File: src/rtl/sega_pad_responder_if.sv
// DB9 pad-side bundle: host-driven select and button state in, six pin levels and scan phase out.
interface sega_pad_responder_if;
    logic [11:0] buttons_i;
    logic        sel_i;
    logic        up_o;
    logic        down_o;
    logic        left_o;
    logic        right_o;
    logic        p6_o;
    logic        p9_o;
    logic [2:0]  phase_o;

    modport master (
        output buttons_i, sel_i,
        input  up_o, down_o, left_o, right_o, p6_o, p9_o, phase_o
    );

    modport slave (
        input  buttons_i, sel_i,
        output up_o, down_o, left_o, right_o, p6_o, p9_o, phase_o
    );
endinterface

File: src/rtl/sega_pad_responder.sv
// Mega Drive pad emulator: counts select falls within a burst and drives the matching
// active-low button group onto the DB9 pins.
module sega_pad_responder #(
    parameter int TIMEOUT_CYCLES = 16500,
    parameter bit SIX_BUTTON     = 1'b1
) (
    input  logic                  clk,
    input  logic                  reset,
    sega_pad_responder_if.slave   pad
);
    localparam int             IW       = $clog2(TIMEOUT_CYCLES + 1);
    localparam logic [IW-1:0]  IDLE_MAX = IW'(TIMEOUT_CYCLES);
    localparam logic [IW-1:0]  IDLE_ONE = IW'(1);
    localparam logic [2:0]     F_ZERO   = 3'd0;
    localparam logic [2:0]     F_ID     = 3'd3;
    localparam logic [2:0]     F_MAX    = 3'd4;

    logic          r_s1, r_s2, r_s3;
    logic [2:0]    r_f;
    logic [IW-1:0] r_idle;
    logic [5:0]    r_pins;

    logic          w_edge, w_fall, w_timeout, w_six_id, w_six_hi;
    logic [2:0]    w_f_base, w_f_next;
    logic [IW-1:0] w_idle_next;
    logic [5:0]    w_pins;
    logic [11:0]   w_b;

    assign w_b       = pad.buttons_i;
    assign w_edge    = r_s2 ^ r_s3;
    assign w_fall    = r_s3 & ~r_s2;
    assign w_timeout = (r_idle == IDLE_MAX);

    // Three-flop select synchronizer; s2/s3 form the edge detector.
    always_ff @(posedge clk) begin
        if (reset) begin
            r_s1 <= 1'b1;
            r_s2 <= 1'b1;
            r_s3 <= 1'b1;
        end else begin
            r_s1 <= pad.sel_i;
            r_s2 <= r_s1;
            r_s3 <= r_s2;
        end
    end

    // Burst count: a timeout in the same cycle as a fall clears first, then the fall counts.
    always_comb begin
        w_f_base = w_timeout ? F_ZERO : r_f;
        if (w_fall) begin
            if (w_f_base == F_MAX) begin
                w_f_next = F_MAX;
            end else begin
                w_f_next = w_f_base + 3'd1;
            end
        end else begin
            w_f_next = w_f_base;
        end
    end

    // Idle counter clears on any select edge and saturates at the timeout value.
    always_comb begin
        if (w_edge) begin
            w_idle_next = '0;
        end else if (w_timeout) begin
            w_idle_next = IDLE_MAX;
        end else begin
            w_idle_next = r_idle + IDLE_ONE;
        end
    end

    assign w_six_id = SIX_BUTTON && (w_f_next == F_ID);
    assign w_six_hi = SIX_BUTTON && (w_f_next == F_MAX);

    // Group select from the select level and next count; pins order {up,down,left,right,p6,p9}.
    always_comb begin
        w_pins = 6'b111111;
        if (r_s2) begin
            if (w_six_id) begin
                w_pins = {~w_b[8], ~w_b[9], ~w_b[10], ~w_b[11], ~w_b[4], ~w_b[5]};
            end else begin
                w_pins = {~w_b[0], ~w_b[1], ~w_b[2], ~w_b[3], ~w_b[4], ~w_b[5]};
            end
        end else begin
            if (w_six_id) begin
                w_pins = {4'b0000, ~w_b[6], ~w_b[7]};
            end else if (w_six_hi) begin
                w_pins = {4'b1111, ~w_b[6], ~w_b[7]};
            end else begin
                w_pins = {~w_b[0], ~w_b[1], 2'b00, ~w_b[6], ~w_b[7]};
            end
        end
    end

    // Registered count, idle timer and pin levels.
    always_ff @(posedge clk) begin
        if (reset) begin
            r_f    <= F_ZERO;
            r_idle <= IDLE_MAX;
            r_pins <= 6'b111111;
        end else begin
            r_f    <= w_f_next;
            r_idle <= w_idle_next;
            r_pins <= w_pins;
        end
    end

    assign pad.up_o    = r_pins[5];
    assign pad.down_o  = r_pins[4];
    assign pad.left_o  = r_pins[3];
    assign pad.right_o = r_pins[2];
    assign pad.p6_o    = r_pins[1];
    assign pad.p9_o    = r_pins[0];
    assign pad.phase_o = r_f;
endmodule

File: src/flat_wrapper.sv
// flat-port wrapper written by rule: the top's interface ports become plain ports
module sega_pad_responder_flat 
#(
    parameter int TIMEOUT_CYCLES = 16500,
    parameter bit SIX_BUTTON     = 1'b1
)
  (clk, reset, pad_buttons_i, pad_sel_i, pad_up_o, pad_down_o, pad_left_o, pad_right_o, pad_p6_o, pad_p9_o, pad_phase_o);
  sega_pad_responder_if pad_i ();
  input  logic clk;
  input  logic reset;
  input wire logic [$bits(pad_i.buttons_i)-1:0] pad_buttons_i;
  input wire logic [$bits(pad_i.sel_i)-1:0] pad_sel_i;
  output wire logic [$bits(pad_i.up_o)-1:0] pad_up_o;
  output wire logic [$bits(pad_i.down_o)-1:0] pad_down_o;
  output wire logic [$bits(pad_i.left_o)-1:0] pad_left_o;
  output wire logic [$bits(pad_i.right_o)-1:0] pad_right_o;
  output wire logic [$bits(pad_i.p6_o)-1:0] pad_p6_o;
  output wire logic [$bits(pad_i.p9_o)-1:0] pad_p9_o;
  output wire logic [$bits(pad_i.phase_o)-1:0] pad_phase_o;
  assign pad_i.buttons_i = pad_buttons_i;
  assign pad_i.sel_i = pad_sel_i;
  assign pad_up_o = pad_i.up_o;
  assign pad_down_o = pad_i.down_o;
  assign pad_left_o = pad_i.left_o;
  assign pad_right_o = pad_i.right_o;
  assign pad_p6_o = pad_i.p6_o;
  assign pad_p9_o = pad_i.p9_o;
  assign pad_phase_o = pad_i.phase_o;
  sega_pad_responder #(.TIMEOUT_CYCLES(TIMEOUT_CYCLES), .SIX_BUTTON(SIX_BUTTON)) u_core (.clk(clk), .reset(reset), .pad(pad_i));
endmodule
File: config.mk
export PLATFORM = sky130hd
export DESIGN_NAME = sega_pad_responder_flat
export DESIGN_NICKNAME = d
export VERILOG_FILES = /design/src/rtl/sega_pad_responder_if.sv /design/src/rtl/sega_pad_responder.sv /design/src/flat_wrapper.sv
export SDC_FILE = /design/constraint.sdc
export NUM_CORES = 1
export LEC_CHECK = 0
export BUFFER_PORTS_ARGS = -buffer_cell sky130_fd_sc_hd__buf_4
export CAP_MARGIN = 20
export CORE_MARGIN = 10
export CORE_UTILIZATION = 40
export DETAILED_ROUTE_END_ITERATION = 10
export GPL_TIMING_DRIVEN = 0
export PLACE_DENSITY_LB_ADDON = 0.1
export SYNTH_ARGS = -nofsm -noshare
export SYNTH_HDL_FRONTEND = slang
export SYNTH_SLANG_ARGS = --single-unit
File: constraint.sdc
create_clock -name clk -period 3.1 [get_ports clk]
set_clock_uncertainty 0.05 [all_clocks]
set_input_delay 0.62 -clock clk [delete_from_list [all_inputs] [get_ports clk]]
set_output_delay 0.62 -clock clk [all_outputs]
set_load 0.02 [all_outputs]
# [Word-level counts from Yosys, hierarchy flattened]
# Index checks and enable logic that the tools add are counted.
[word_totals] register_bits=27 input_bits=15 out_inout_bits=9 word_cells=38
[classes] n_addsub=2 eq_ne=4 n_mux=9 bitwise=15 reduce_logical=1
[op_table] cell="15-bit two-way mux" count=2
[op_table] cell="6-bit two-way mux" count=4
[op_table] cell="15-bit by 1-bit adder with 15-bit output (second input constant)" count=1
[op_table] cell="15-bit == test (second input constant)" count=1
[op_table] cell="1-bit NOT" count=13
[op_table] cell="3-bit two-way mux" count=3
[op_table] cell="3-bit == test (second input constant)" count=2
[op_table] cell="3-bit by 1-bit adder with 3-bit output (second input constant)" count=1
[op_table] cell="3-bit by 2-bit == test with 1-bit output (second input constant)" count=1
[op_table] cell="3-bit OR reduction" count=1
[op_table] cell="1-bit AND" count=1
[op_table] cell="1-bit XOR" count=1

# [Longest topological paths before layout]
[depth] depth_word=9 ltp_mapped=11 ltp_nobuf=11

# [Worst setup path after synthesis]
# Ideal clock, no wire load.
[synth_path] path_kind="register to register" startpoint="register u_core.r_idle[0]" endpoint="register u_core.r_pins[4]" setup_ns=0.126 t_arrival_ns=2.163 required_ns=2.924 setup_slack_ns=0.761 path_stages_with_launch=11 n_path_buf=0 period_less_slack_ns=2.339 path_cell_list="dfxtp_1 -> inv_1 -> ha_1 -> and4b_1 -> nand4_4 -> and2_1 -> ha_1 -> and4b_1 -> o21ai_0 -> a21oi_1 -> mux2i_1"
[synth_via] elab_chain_cells=9 word_cells_on_any_way=12 classes_between="add/sub: 1; eq/ne: 4; mux: 7"
[synth_rtl] element="start: declaration" line_no="sega_pad_responder.sv:20" rtl="logic [IW-1:0] r_idle;"
[synth_rtl] element="start signal: assignment" line_no="sega_pad_responder.sv:103" rtl="r_idle <= w_idle_next;"
[synth_rtl] element="15-bit == test (*)" line_no="sega_pad_responder.sv:32" rtl="assign w_timeout = (r_idle == IDLE_MAX);"
[synth_rtl] element="3-bit two-way mux (*)" line_no="sega_pad_responder.sv:49" rtl="w_f_base = w_timeout ? F_ZERO : r_f;"
[synth_rtl] element="3-bit by 1-bit adder with 3-bit output or 3-bit == test (tied branches)" line_no="sega_pad_responder.sv:54, sega_pad_responder.sv:51"
[synth_rtl] element="3-bit two-way mux" line_no="sega_pad_responder.sv:51" rtl="if (w_f_base == F_MAX) begin"
[synth_rtl] element="3-bit two-way mux (*)" line_no="sega_pad_responder.sv:50" rtl="if (w_fall) begin"
[synth_rtl] element="3-bit == test" line_no="sega_pad_responder.sv:73" rtl="assign w_six_hi = SIX_BUTTON && (w_f_next == F_MAX);"
[synth_rtl] element="6-bit two-way mux" line_no="sega_pad_responder.sv:87" rtl="end else if (w_six_hi) begin"
[synth_rtl] element="6-bit two-way mux" line_no="sega_pad_responder.sv:85" rtl="if (w_six_id) begin"
[synth_rtl] element="6-bit two-way mux (*)" line_no="sega_pad_responder.sv:78" rtl="if (r_s2) begin"
[synth_rtl] element="end signal: assignment" line_no="sega_pad_responder.sv:104" rtl="r_pins <= w_pins;"
[synth_rtl] element="end: declaration" line_no="sega_pad_responder.sv:21" rtl="logic [5:0] r_pins;"
# Every way passes the cells marked *; elsewhere a longest branch is shown, timed or not.
# A chain may end at the register's enable or synchronous reset.

# [Final worst setup path]
[layout_path] startpoint="register u_core.r_idle[0]" endpoint="register u_core.r_pins[5]"
# The elaborated chain is that of the path after synthesis.

==> results.cfg <==
[cts]
cts.htree.levels = 1
clock_tree.buffer_depth = 2
cts-hold-fix-buffers = 0
cts_resized = 0
numClockSinks = 27
post-cts-setup-buffers = 0
clock_latency_ns = 0.33
cts_tree = done
numCtsBuffers = 3
path_clk_slew_ns = 0.15
cts_root_buf = sky130_fd_sc_hd__clkbuf_4

[global_routing]
grt_antenna_before_repair = 0
grt_overflow_total = 0
grt_util_all_layers = 0.0936
grt_pass1_wl_um = 4800
maximum_number_of_pins_on_one_net_before_global_route_repair = 17
first_global_vias = 1092

[synth]
synth.avg_cell_area_um2 = 9.00
area_contributors_post_synth = sky130_fd_sc_hd__dfxtp_1 41%, sky130_fd_sc_hd__xor2_1 6.6%, sky130_fd_sc_hd__nor2_1 5.1%, sky130_fd_sc_hd__nand3_1 4.2%, sky130_fd_sc_hd__a21oi_1 3.8%
synth_area_leader_cell = sky130_fd_sc_hd__dfxtp_1
syn-cell-area_mm2 = 0.00132
postSynthCellCount = 147
synth_cell_type_count = 32
synthDominantCellAreaShare = 0.409
synth_sequential_area_ratio = 0.409
synth-async-reset-ratio = 0
yosys_register_bits = 27
synth-warning-count = 0
synthFlopType = sky130_fd_sc_hd__dfxtp_1
synth_edf_count = 0
mappedNetlistNets = 166

[sta]
slew-limit-headroom = 0.577
postLayoutSetupSlackWorst_ns = 0.337
tightestPinTransition_ns = 0.630
timing.setup.tns_ns = 0
grt_setup_unrepaired = false
finalSetupViolCount = 0
hold_violations = 0
slew_violations = 0
upper_clock_frequency_limit_mhz = 362
finalCriticalPeriod_ns = 2.76
timing.final.crit_share = 0.891

[job]
max_cap_viol_count = 0

[worst_setup_path]
crit_path_end_kind = flip-flop
cp_data_required_time_ns = 3.28
timing.critical_path.slowest_cell_delay_ns = 0.46
crit_path_category = reg2reg
r2r_cells = 11
cp-start-kind = flip-flop
cp.depth = 11
cell_by_cell_trace_of_the_critical_path = inv_1 > ha_1 > and4b_1 > nand4_4 > and2_1 > ha_1 > nor2b_1 > a211oi_1 > mux2i_1 > a21oi_1 > mux2i_1
worst-path-buf-inv = 1
crit_fanout = 10
worst_ep_arrival_time_ns = 2.94
slowest_stage = sky130_fd_sc_hd__mux2i_1
critPathTopFamily = simple AND/OR/NAND/NOR gates

[power]
static-leakage-power_nw = 0.689
power_mw = 0.685
power-per-cell-area_mw_per_mm2 = 434
worst_ir_drop_vdd_v = 0.000217

[die]
fp.dieW_um = 77.5
floorplan_die_area_mm2 = 0.00601
pin_count = 24
std_cell_rows = 20
height_of_the_die_um = 77.5
design.core.area_mm2 = 0.00310
start_util = 0.426

[route]
detail_route.drc_violations = 0
detailedRoute.firstIterationViolations = 68
wl_um = 2810
drtPass1Iterations = 4
detail_route.wl_per_cell_um = 12.9
detail_route.vias_per_cell = 5.02
vias = 1094
drtAntennaViolNets = 0

[place]
dp.cells = 214
io_buffer_count = 23
place_ws_ns = 0.359
dp_hpwl_um = 2200
globalplace.congestion = 0.737

[layout]
layoutNonFillerInstCount = 218
layout_common_cells = 27 x sky130_fd_sc_hd__dfxtp_1, 23 x sky130_fd_sc_hd__buf_4, 18 x sky130_fd_sc_hd__nor2_1
areaGrowthSynthToFinish_pct = 19.5
drive_gt1_frac = 0.224
utilization = 0.509
final_nets = 194
layout.cells.most_common = sky130_fd_sc_hd__dfxtp_1
n_antenna_cell = 0

[worst_hold_path]
min_delay_path_depth = 1
hold_path_class = reg2reg

[status]
result_of_the_run = completed
area by class of cell:
type | count | area [um2]
Tap cell | 44 | 55.1
Clock inverter | 1 | 7.51
Sequential cell | 27 | 541
Buffer | 5 | 18.8
Clock buffer | 3 | 22.5
Inverter | 11 | 41.3
Fill cell | 323 | 1520
Multi-Input combinational cell | 104 | 722
Timing Repair Buffer | 23 | 173
cell families (layout without fill, tap and decap cells):
kind of cell / after synthesis / after routing / share of synthesized area
buffers and inverters: 16 / 43 / 0.0454
multiplexers: 5 / 5 / 0.0378
XOR/XNOR: 14 / 14 / 0.0927
AND/OR/NAND/NOR: 59 / 59 / 0.261
flip-flops: 27 / 27 / 0.409
AO/OA/AOI/OAI: 22 / 22 / 0.116
adder cells (fa/ha/maj): 4 / 4 / 0.0378
report_power, final:
part / total (mW) / switching (mW) / internal (mW)
Sequential: 0.385 / 0.0177 / 0.367
Clock: 0.154 / 0.105 / 0.0494
Combinational: 0.146 / 0.0807 / 0.0654
registers in the layout, indices dropped and copies added (netlist names):
signal	flops
u_core.r_idle	15
u_core.r_pins	6
u_core.pad.phase_o	3
u_core.r_s1	1
u_core.r_s2	1
u_core.r_s3	1
per-layer routing:
metal,vias up,global-route usage,wire (um)
li1,556,-,-
met1,509,0.110,1360
met2,27,0.158,1260
met3,2,0.0380,174
met4,0,0.0164,15
met5,-,0,0
final timing paths:
path | start | end | slack, ns
worst max-delay path | u_core.r_idle[0] | u_core.r_pins[5] | 0.34
worst min-delay path | u_core.r_s1 | u_core.r_s2 | 0.38
worst max register to register | u_core.r_idle[0] | u_core.r_pins[5] | 0.34
worst min register to register | u_core.r_s1 | u_core.r_s2 | 0.38
cells in the mapped netlist (2+ instances only):
master,n
sky130_fd_sc_hd__nor3b_1,2
sky130_fd_sc_hd__mux2i_1,5
sky130_fd_sc_hd__clkbuf_1,5
sky130_fd_sc_hd__nand2_1,5
sky130_fd_sc_hd__a2111o_1,2
sky130_fd_sc_hd__ha_1,4
sky130_fd_sc_hd__nor3_1,2
sky130_fd_sc_hd__a31o_2,2
sky130_fd_sc_hd__nor2_1,18
sky130_fd_sc_hd__a311oi_1,2
sky130_fd_sc_hd__nand3_1,11
sky130_fd_sc_hd__and4b_1,2
sky130_fd_sc_hd__inv_1,11
sky130_fd_sc_hd__and2_1,3
sky130_fd_sc_hd__a21oi_1,10
sky130_fd_sc_hd__xnor2_1,4
sky130_fd_sc_hd__dfxtp_1,27
sky130_fd_sc_hd__nor2b_1,2
sky130_fd_sc_hd__xor2_1,10
sky130_fd_sc_hd__or2_2,6
sky130_fd_sc_hd__and3_1,3
worst reg2reg max path, stage by stage (launching register included):
cell and delay [ns]:
sky130_fd_sc_hd__dfxtp_1 0.38, sky130_fd_sc_hd__inv_1 0.07, sky130_fd_sc_hd__ha_1 0.15, sky130_fd_sc_hd__and4b_1 0.25, sky130_fd_sc_hd__nand4_4 0.20, sky130_fd_sc_hd__and2_1 0.24, sky130_fd_sc_hd__ha_1 0.30, sky130_fd_sc_hd__nor2b_1 0.16
sky130_fd_sc_hd__a211oi_1 0.07, sky130_fd_sc_hd__mux2i_1 0.46, sky130_fd_sc_hd__a21oi_1 0.18, sky130_fd_sc_hd__mux2i_1 0.17
stage by stage:
step | cell area [um2] | hold WS, ns
after floorplan | 1320 | 0.339
after global placement | 1550 | 0.341
after detailed placement | 1550 | 0.356
after CTS | 1580 | 0.392
after global routing | 1580 | 0.392
final | 1580 | 0.383
No activity file was read; power rests on OpenSTA's default activity.
